==> src/rtl/edf_ic_pkg.sv <==
// Shared types and helpers for the EDF interrupt controller.
// Contents: arbiter FSM state enum, timestamp type, wrap-safe deadline compare.
// Used by the arbiter and, later, by the preemption checker.
package edf_ic_pkg;

  localparam int TsWidth = 64;

  typedef logic [TsWidth-1:0] ts_t;

  typedef enum logic [1:0] {
    IDLE,
    SCAN,
    VALID
  } edf_arb_state_e;

  // a is earlier than b when the modular difference is negative. This stays
  // correct across timestamp wrap as long as live deadlines are within half
  // the timestamp range of each other.
  function automatic logic dl_earlier(input ts_t a, input ts_t b);
    ts_t diff;
    diff = a - b;
    return diff[TsWidth-1];
  endfunction

endpackage

==> src/rtl/edf_dl_cmp.sv <==
// Wrap-safe deadline comparator: earlier_o = (a_i - b_i) mod 2^TsWidth is negative.
// Latency: purely combinational, zero cycles.
// Backpressure: none; no handshake.
// Ports: a_i, b_i (TsWidth deadlines), earlier_o (a_i strictly earlier than b_i).
module edf_dl_cmp #(
  parameter int TsWidth = 64
) (
  input  logic [TsWidth-1:0] a_i,
  input  logic [TsWidth-1:0] b_i,
  output logic               earlier_o
);

  logic [TsWidth-1:0] diff;

  assign diff      = a_i - b_i;
  assign earlier_o = diff[TsWidth-1];

endmodule

==> src/rtl/edf_arbiter.sv <==
// Earliest-deadline-first selector: scans one source per cycle with a single comparator.
// Latency: pending+enabled source to irq_valid_o in NrIrqs+1 cycles; ready to claim pulse in 1 cycle.
// Backpressure: irq_valid_o/irq_id_o held stable until irq_ready_i; no preemption while waiting.
// Ports: clk_i, rst_ni (sync, active-low), ip_i/ie_i/dl_i per-source inputs,
//        irq_id_o/irq_valid_o/irq_ready_i core handshake, claim_o one-hot pulse, busy_o.
module edf_arbiter #(
  parameter  int NrIrqs  = 4,
  parameter  int TsWidth = 64,
  localparam int IdWidth = $clog2(NrIrqs)
) (
  input  logic                            clk_i,
  input  logic                            rst_ni,
  input  logic [NrIrqs-1:0]               ip_i,
  input  logic [NrIrqs-1:0]               ie_i,
  input  logic [NrIrqs-1:0][TsWidth-1:0]  dl_i,
  output logic [IdWidth-1:0]              irq_id_o,
  output logic                            irq_valid_o,
  input  logic                            irq_ready_i,
  output logic [NrIrqs-1:0]               claim_o,
  output logic                            busy_o
);

  import edf_ic_pkg::*;

  edf_arb_state_e       state_q, state_d;
  logic [IdWidth-1:0]   idx_q, idx_d;
  logic [IdWidth-1:0]   best_id_q, best_id_d;
  logic [TsWidth-1:0]   best_dl_q, best_dl_d;
  logic                 best_vld_q, best_vld_d;
  logic [NrIrqs-1:0]    claim_q, claim_d;

  logic [TsWidth-1:0]   cand_dl;
  logic                 cand_elig;
  logic                 cand_earlier;
  logic                 take;

  // The one comparator is time-shared: candidate at idx vs. running best.
  assign cand_dl   = dl_i[idx_q];
  assign cand_elig = ip_i[idx_q] & ie_i[idx_q];

  edf_dl_cmp #(
    .TsWidth (TsWidth)
  ) u_cmp (
    .a_i       (cand_dl),
    .b_i       (best_dl_q),
    .earlier_o (cand_earlier)
  );

  // Strictly-earlier only, so on ties the lower index already held wins.
  assign take = cand_elig & (~best_vld_q | cand_earlier);

  always_comb begin
    state_d    = state_q;
    idx_d      = idx_q;
    best_id_d  = best_id_q;
    best_dl_d  = best_dl_q;
    best_vld_d = best_vld_q;
    claim_d    = '0;

    case (state_q)
      IDLE: begin
        if (|(ip_i & ie_i)) begin
          state_d    = SCAN;
          idx_d      = '0;
          best_vld_d = 1'b0;
        end
      end

      SCAN: begin
        if (take) begin
          best_id_d  = idx_q;
          best_dl_d  = cand_dl;
          best_vld_d = 1'b1;
        end
        if (idx_q == IdWidth'(NrIrqs - 1)) begin
          // Everything may have been withdrawn or disabled mid-scan.
          state_d = (best_vld_q | take) ? VALID : IDLE;
        end else begin
          idx_d = idx_q + IdWidth'(1);
        end
      end

      VALID: begin
        if (irq_ready_i) begin
          claim_d = NrIrqs'(1) << best_id_q;
          state_d = IDLE;
        end
      end

      default: state_d = IDLE;
    endcase
  end

  always_ff @(posedge clk_i) begin
    if (!rst_ni) begin
      state_q    <= IDLE;
      idx_q      <= '0;
      best_id_q  <= '0;
      best_dl_q  <= '0;
      best_vld_q <= 1'b0;
      claim_q    <= '0;
    end else begin
      state_q    <= state_d;
      idx_q      <= idx_d;
      best_id_q  <= best_id_d;
      best_dl_q  <= best_dl_d;
      best_vld_q <= best_vld_d;
      claim_q    <= claim_d;
    end
  end

  assign irq_valid_o = (state_q == VALID);
  assign irq_id_o    = best_id_q;
  assign claim_o     = claim_q;
  assign busy_o      = (state_q != IDLE);

endmodule

==> config.mk <==
export PLATFORM = sky130hd
export DESIGN_NAME = edf_arbiter
export DESIGN_NICKNAME = d
export VERILOG_FILES = /design/src/rtl/edf_ic_pkg.sv /design/src/rtl/edf_dl_cmp.sv /design/src/rtl/edf_arbiter.sv
export SDC_FILE = /design/constraint.sdc
export NUM_CORES = 1
export LEC_CHECK = 0
export BUFFER_PORTS_ARGS = -buffer_cell sky130_fd_sc_hd__buf_2
export CAP_MARGIN = 20
export CORE_MARGIN = 2
export CORE_UTILIZATION = 49
export CTS_CLUSTER_SIZE = 25
export DETAILED_ROUTE_END_ITERATION = 12
export GPL_TIMING_DRIVEN = 1
export PLACE_DENSITY = 0.83
export SLEW_MARGIN = 15
export SYNTH_ARGS = -nofsm -noshare
export SYNTH_HDL_FRONTEND = slang
export SYNTH_HIERARCHICAL = 1
export SYNTH_SLANG_ARGS = --single-unit
export TNS_END_PERCENT = 10
==> constraint.sdc <==
create_clock -name clk_i -period 7.4 [get_ports clk_i]
set_input_delay 0.74 -clock clk_i [delete_from_list [all_inputs] [get_ports clk_i]]
set_output_delay 0.74 -clock clk_i [all_outputs]
set_load 0.005 [all_outputs]
* Word level (Yosys, flattened, before mapping)
Cells that the tools add are included.
** Cells by class
- Add/sub/neg operators :: 2
- Order comparisons :: 1
- Equal/unequal tests :: 8
- Shifts and indexed selects :: 1
- Multiplexer cells :: 17
- Bitwise operators :: 6
- Reduce and logical (&&, ||, !) cells :: 9
** Operator list (number)
- 64-bit binary-select mux with 2-bit select :: 1
- 64-bit 2-to-1 mux :: 1
- 64-bit subtractor :: 1
- 2-bit 2-to-1 mux :: 6
- 3-bit AND reduction :: 4
- 2-bit inequality test, second input constant :: 4
- 2-bit one-hot mux with 3 select lines :: 1
- 4-bit AND :: 1
- 1-bit binary-select mux with 2-bit select :: 2
- 2-bit == test, second input constant :: 2
- 1-bit 2-to-1 mux :: 4
- 2-bit one-hot mux with 2 select lines :: 1
- 2-bit nonzero test :: 2
- 4-bit OR reduction :: 1
- 1-bit by 2-bit << shifter with 4-bit output, first input constant :: 1
- 2-bit by 3-bit < comparator with 1-bit output, second input constant :: 1
- 2-bit by 1-bit adder with 2-bit output, second input constant :: 1
- 1-bit AND :: 2
- 2-bit by 1-bit == test with 1-bit output, second input constant :: 1
- 2-bit zero test :: 1
- 2-bit by 1-bit inequality test with 1-bit output, second input constant :: 1
- 1-bit OR :: 2
- 1-bit one-hot mux with 2 select lines :: 1
- 2-bit AND reduction :: 1
- 1-bit NOT :: 1
** Storage, ports and cells
- Register bits after elaboration :: 75

* Depth between registers and ports, before layout
- Depth after elaboration :: 9
- Gate-level depth with buffers :: 18

* Modules after synthesis
Netlist, hierarchy kept.
** Modules (own cells, without submodules)
- edf_arbiter :: instances 1, cells an instance 426, area each 4429.2 µm², sequential area each 1501.4 µm²
- edf_dl_cmp :: instances 1, cells an instance 221, area each 1570.3 µm², sequential area each 0.0 µm²

* Worst setup path before layout
Ideal clock, no wire load.
- Path kind :: register to register
- Start point :: register idx_q[0]
- End point :: register best_dl_q[17]
- Library setup time :: 69 ps
- Data arrival time :: 3646 ps
- Data required time :: 7331 ps
- Slack :: 3685 ps
- Stages on the path, launching flop included :: 18
- Clock period less this slack :: 3715 ps
- Path through :: dfxtp_1 buf_2 buf_2 mux4_2 ha_1 nand4_2 nor4_2 nand2_1 nor4_2 o311ai_1 nand4_1 xnor2_1 inv_1 a21oi_1 buf_2 buf_1 nand4_1 o21ai_1
** On the way
- Longest elaborated chain between the ends :: 6
** RTL lines
- start, declared :: RTL line edf_arbiter.sv:26 : logic [IdWidth-1:0] idx_q, idx_d;
- start signal, assigned :: RTL line edf_arbiter.sv:104 : idx_q <= idx_d;
- 64-bit binary-select mux with 2-bit select :: RTL line edf_arbiter.sv:38 : assign cand_dl = dl_i[idx_q];
- 64-bit 2-to-1 mux (implied by the code) :: RTL line edf_arbiter.sv:38
- named net cand_dl[62] :: RTL line edf_arbiter.sv:32 : logic [TsWidth-1:0] cand_dl;
- 64-bit subtractor :: RTL line edf_dl_cmp.sv:15 : assign diff = a_i - b_i;
- named net cand_earlier :: RTL line edf_arbiter.sv:34 : logic cand_earlier;
- 1-bit OR :: RTL line edf_arbiter.sv:50 : assign take = cand_elig & (~best_vld_q | cand_earlier);
- 1-bit AND :: RTL line edf_arbiter.sv:50
- 2-bit AND reduction (no line)
- end signal, assigned :: RTL line edf_arbiter.sv:106 : best_dl_q <= best_dl_d;
- end, declared :: RTL line edf_arbiter.sv:28 : logic [TsWidth-1:0] best_dl_q, best_dl_d;
The timed path passes the listed nets, and every way through them passes these cells. The select of a mux whose other input is x is not followed.
A chain may end at the register's enable or synchronous reset.

* Worst setup path in the final report
- Start point :: register idx_q[0]
- End point :: register best_dl_q[15]
The elaborated chain is that of the path after synthesis.

==> results.cfg <==
[placement]
placedInstanceArea_um2 = 7360
routabilityCongestion = 0.780
hpwlAfterDp_um = 12000
io_buffers = 274

[pwr]
seq_power_share = 0.363
peakVddDrop_mv = 0.112
leakage_nw = 3.13
swShare = 0.312
power_frac_clock = 0.340
pwr-share-comb = 0.296
power.internal_mw = 0.846
p_per_area_nw_per_um2 = 160
power.switching_mw = 0.383

[synth]
syn_inst = 647
ys_ff_latch = 75
synth_area_per_cell_um2 = 9.27
seq_area_frac_synth = 0.250
netlist_area_um2 = 6000
dominantRegCellSynth = dfxtp_1
synth_cell_types = 41
yosysWarningCount = 6
synth_edf_count = 0
async_reset_ff_frac = 0
synthesis.nets = 977

[cts]
holdBufCountCts = 0
clk_pin_slew_worst_paths_ps = 60
cts_num_sinks = 75
cts_buffers = 9
clockBufferDepth = 2
tritoncts = yes
cts_setup_buffers = 0
root_buffer = clkbuf_16
insertion_delay_ps = 340
cts_resized = 0
cts-htree-levels = 3

[detailed_routing]
drc = 0
wire_per_inst_um = 15.7
wirelength_um = 16300
viasPerCell = 5.69
via_count = 5913
first_pass_iters = 4
ant_nets = 0
initialDrtViolationCount = 323

[timing]
hold_violations = 0
tightest_slew_ps = 920
period_needed_ps = 4750
finalSetupViolations = 0
slew_violations = 0
rsz0062_at_grt = no
clock_skew_ps = 8.96
max_freq_mhz = 211
min_period_over_period = 0.642
slew_headroom = 0.387
fin_setup_tns_ps = 0

[final_layout]
drive_above_1_share = 0.415
num-nets-final = 1217
stdcell_area_um2 = 7670
n_antenna_cell = 0
area_growth_pct = 27.8
nFillCells = 1036

[critical_path]
crit_arrival_ps = 5010
critPathKind = reg2reg
start_kind = register
cp_cell_sequence = buf_4 > mux4_2 > ha_1 > a21oi_1 > nand2_1 > a221oi_1 > o41ai_1 > o21ai_0 > nand4_1 > xnor2_1 > inv_1 > a21oi_4 > buf_4 > nand4_1 > o21ai_1
cpPeakStageDelay_ps = 960
end_kind = register
path_max_fanout = 66
cp_slowest_cell = dfxtp_4
worstPathRequired_ps = 7660
reg2reg_depth = 15

[grt]
grt.total_usage = 0.247
grt_max_degree = 74
grt_pass1_vias = 5734
met3_usage = 0.0429
grt_overflow = 0
antenna_found_initial = 0
gr-usage-met1 = 0.310
grt_use_met2 = 0.439
grt_pass1_wl_um = 26100
grt.busiest_layer = met2

[flow_run]
max_cap_viol_count = 0

[min_path]
holdPathStages = 2
hold_class = reg2reg

[die]
dieArea_um2 = 13100
die-width_um = 115
initial_core_util = 0.502
core_um2 = 12000
io_pins = 275
die_h_um = 115
rows = 40

[run_status]
status = completed
synth_stat cells (2+ instances only):
master | instances | area [um^2]
a211oi_1 | 4 | 30.0
a21o_1 | 7 | 52.6
a21oi_1 | 30 | 150
a221oi_1 | 2 | 17.5
a22o_1 | 2 | 17.5
a31oi_1 | 2 | 12.5
and2_1 | 3 | 18.8
and3_1 | 3 | 18.8
buf_1 | 7 | 26.3
buf_2 | 12 | 60.1
buf_4 | 4 | 30.0
buf_6 | 4 | 45.0
clkbuf_1 | 24 | 90.1
dfxtp_1 | 75 | 1500
ha_1 | 63 | 788
inv_1 | 65 | 244
mux4_2 | 65 | 1460
nand2_1 | 81 | 304
nand2b_1 | 3 | 18.8
nand3_1 | 8 | 40.0
nand4_1 | 79 | 494
nor2_1 | 9 | 33.8
nor3_1 | 3 | 15.0
nor4_2 | 2 | 25.0
o21a_1 | 2 | 15.0
o21ai_0 | 44 | 220
o21ai_1 | 30 | 150
worst paths after layout:
check        slack, ps                    endpoint                 startpoint
max               2650  best_dl_q[15]$_SDFFE_PN0P_      idx_q[0]$_SDFFE_PN0P_
min reg2reg        450   best_dl_q[9]$_SDFFE_PN0P_  best_dl_q[9]$_SDFFE_PN0P_
min                450   best_dl_q[9]$_SDFFE_PN0P_  best_dl_q[9]$_SDFFE_PN0P_
max reg2reg       2650  best_dl_q[15]$_SDFFE_PN0P_      idx_q[0]$_SDFFE_PN0P_
flip-flops by register name, summed over array words and instances (netlist names):
name and count:
best_dl_q 64, best_vld_q 1, irq_id_o 2, idx_q 2, state_q 2, claim_o 4
power by group through the flow:
stage / Clock (mW) / Sequential [mW] / Combinational (mW)
2_1_floorplan: 0 / 0.438 / 0.257
3_3_place_gp: 0 / 0.456 / 0.352
3_5_place_dp: 0 / 0.457 / 0.361
4_1_cts: 0.422 / 0.448 / 0.363
5_1_grt: 0.440 / 0.452 / 0.407
6_report: 0.418 / 0.446 / 0.364
critical path: cells and delay by family, from the launching register on:
kind            cells  cell delay, ps
buf+inv             3            1160
compound gates      6            1020
flops               1             960
mux                 1             580
simple gates        3             390
fa+ha+maj           1             350
xor+xnor            1             170
layout by cell type, fill, tap and decap left out, types with 9 or more instances in the layout:
| cell | n |
|---|---|
| inv_1 | 65 |
| nand2_1 | 81 |
| nand4_1 | 79 |
| o21ai_1 | 30 |
| dfxtp_1 | 73 |
| a21oi_1 | 29 |
| buf_2 | 273 |
| clkbuf_16 | 9 |
| o21ai_0 | 44 |
| mux4_2 | 65 |
| ha_1 | 63 |
| nor2_1 | 9 |
per-layer routing:
metal	part of all wire	vias up	wire (um)
li1	-	2907	-
met1	0.43	2758	6970
met2	0.49	234	8050
met3	0.067	12	1100
met4	0.0097	2	158
met5	0.0013	-	21
logic make-up (layout without fill, tap and decap cells):
| kind of cell | after synthesis | in the layout | share of synthesized area |
|---|---|---|---|
| xor gates and xnor gates | 2 | 2 | 0.00292 |
| and+or+nand+nor | 198 | 198 | 0.170 |
| AOI/OAI and AO/OA | 128 | 128 | 0.118 |
| muxes | 65 | 65 | 0.244 |
| DFF | 75 | 75 | 0.250 |
| buffers and inverters | 116 | 361 | 0.0826 |
| adders and majority gates | 63 | 63 | 0.131 |
through the flow:
step           utilization  worst slack [ps]  hold slack [ps]  cells  total power [mW]
5_1_grt              0.641              2100              469   1039              1.30
2_1_floorplan            -              3690              428    647             0.695
3_5_place_dp         0.615              2610              440   1022             0.818
6_report             0.641              2650              446   1039              1.23
3_3_place_gp         0.615              2660              436   1022             0.808
4_1_cts              0.639              2600              449   1038              1.23
area by class of cell:
type | instances | area [um^2] | area share
Inverter | 65 | 244 | 0.0318
Multi-Input combinational cell | 456 | 4010 | 0.523
Clock buffer | 10 | 239 | 0.0312
Tap cell | 147 | 184 | 0.0240
Sequential cell | 75 | 1510 | 0.196
Clock inverter | 6 | 41.3 | 0.00539
Timing Repair Buffer | 280 | 1440 | 0.188
No activity file was read; power rests on OpenSTA's default activity.
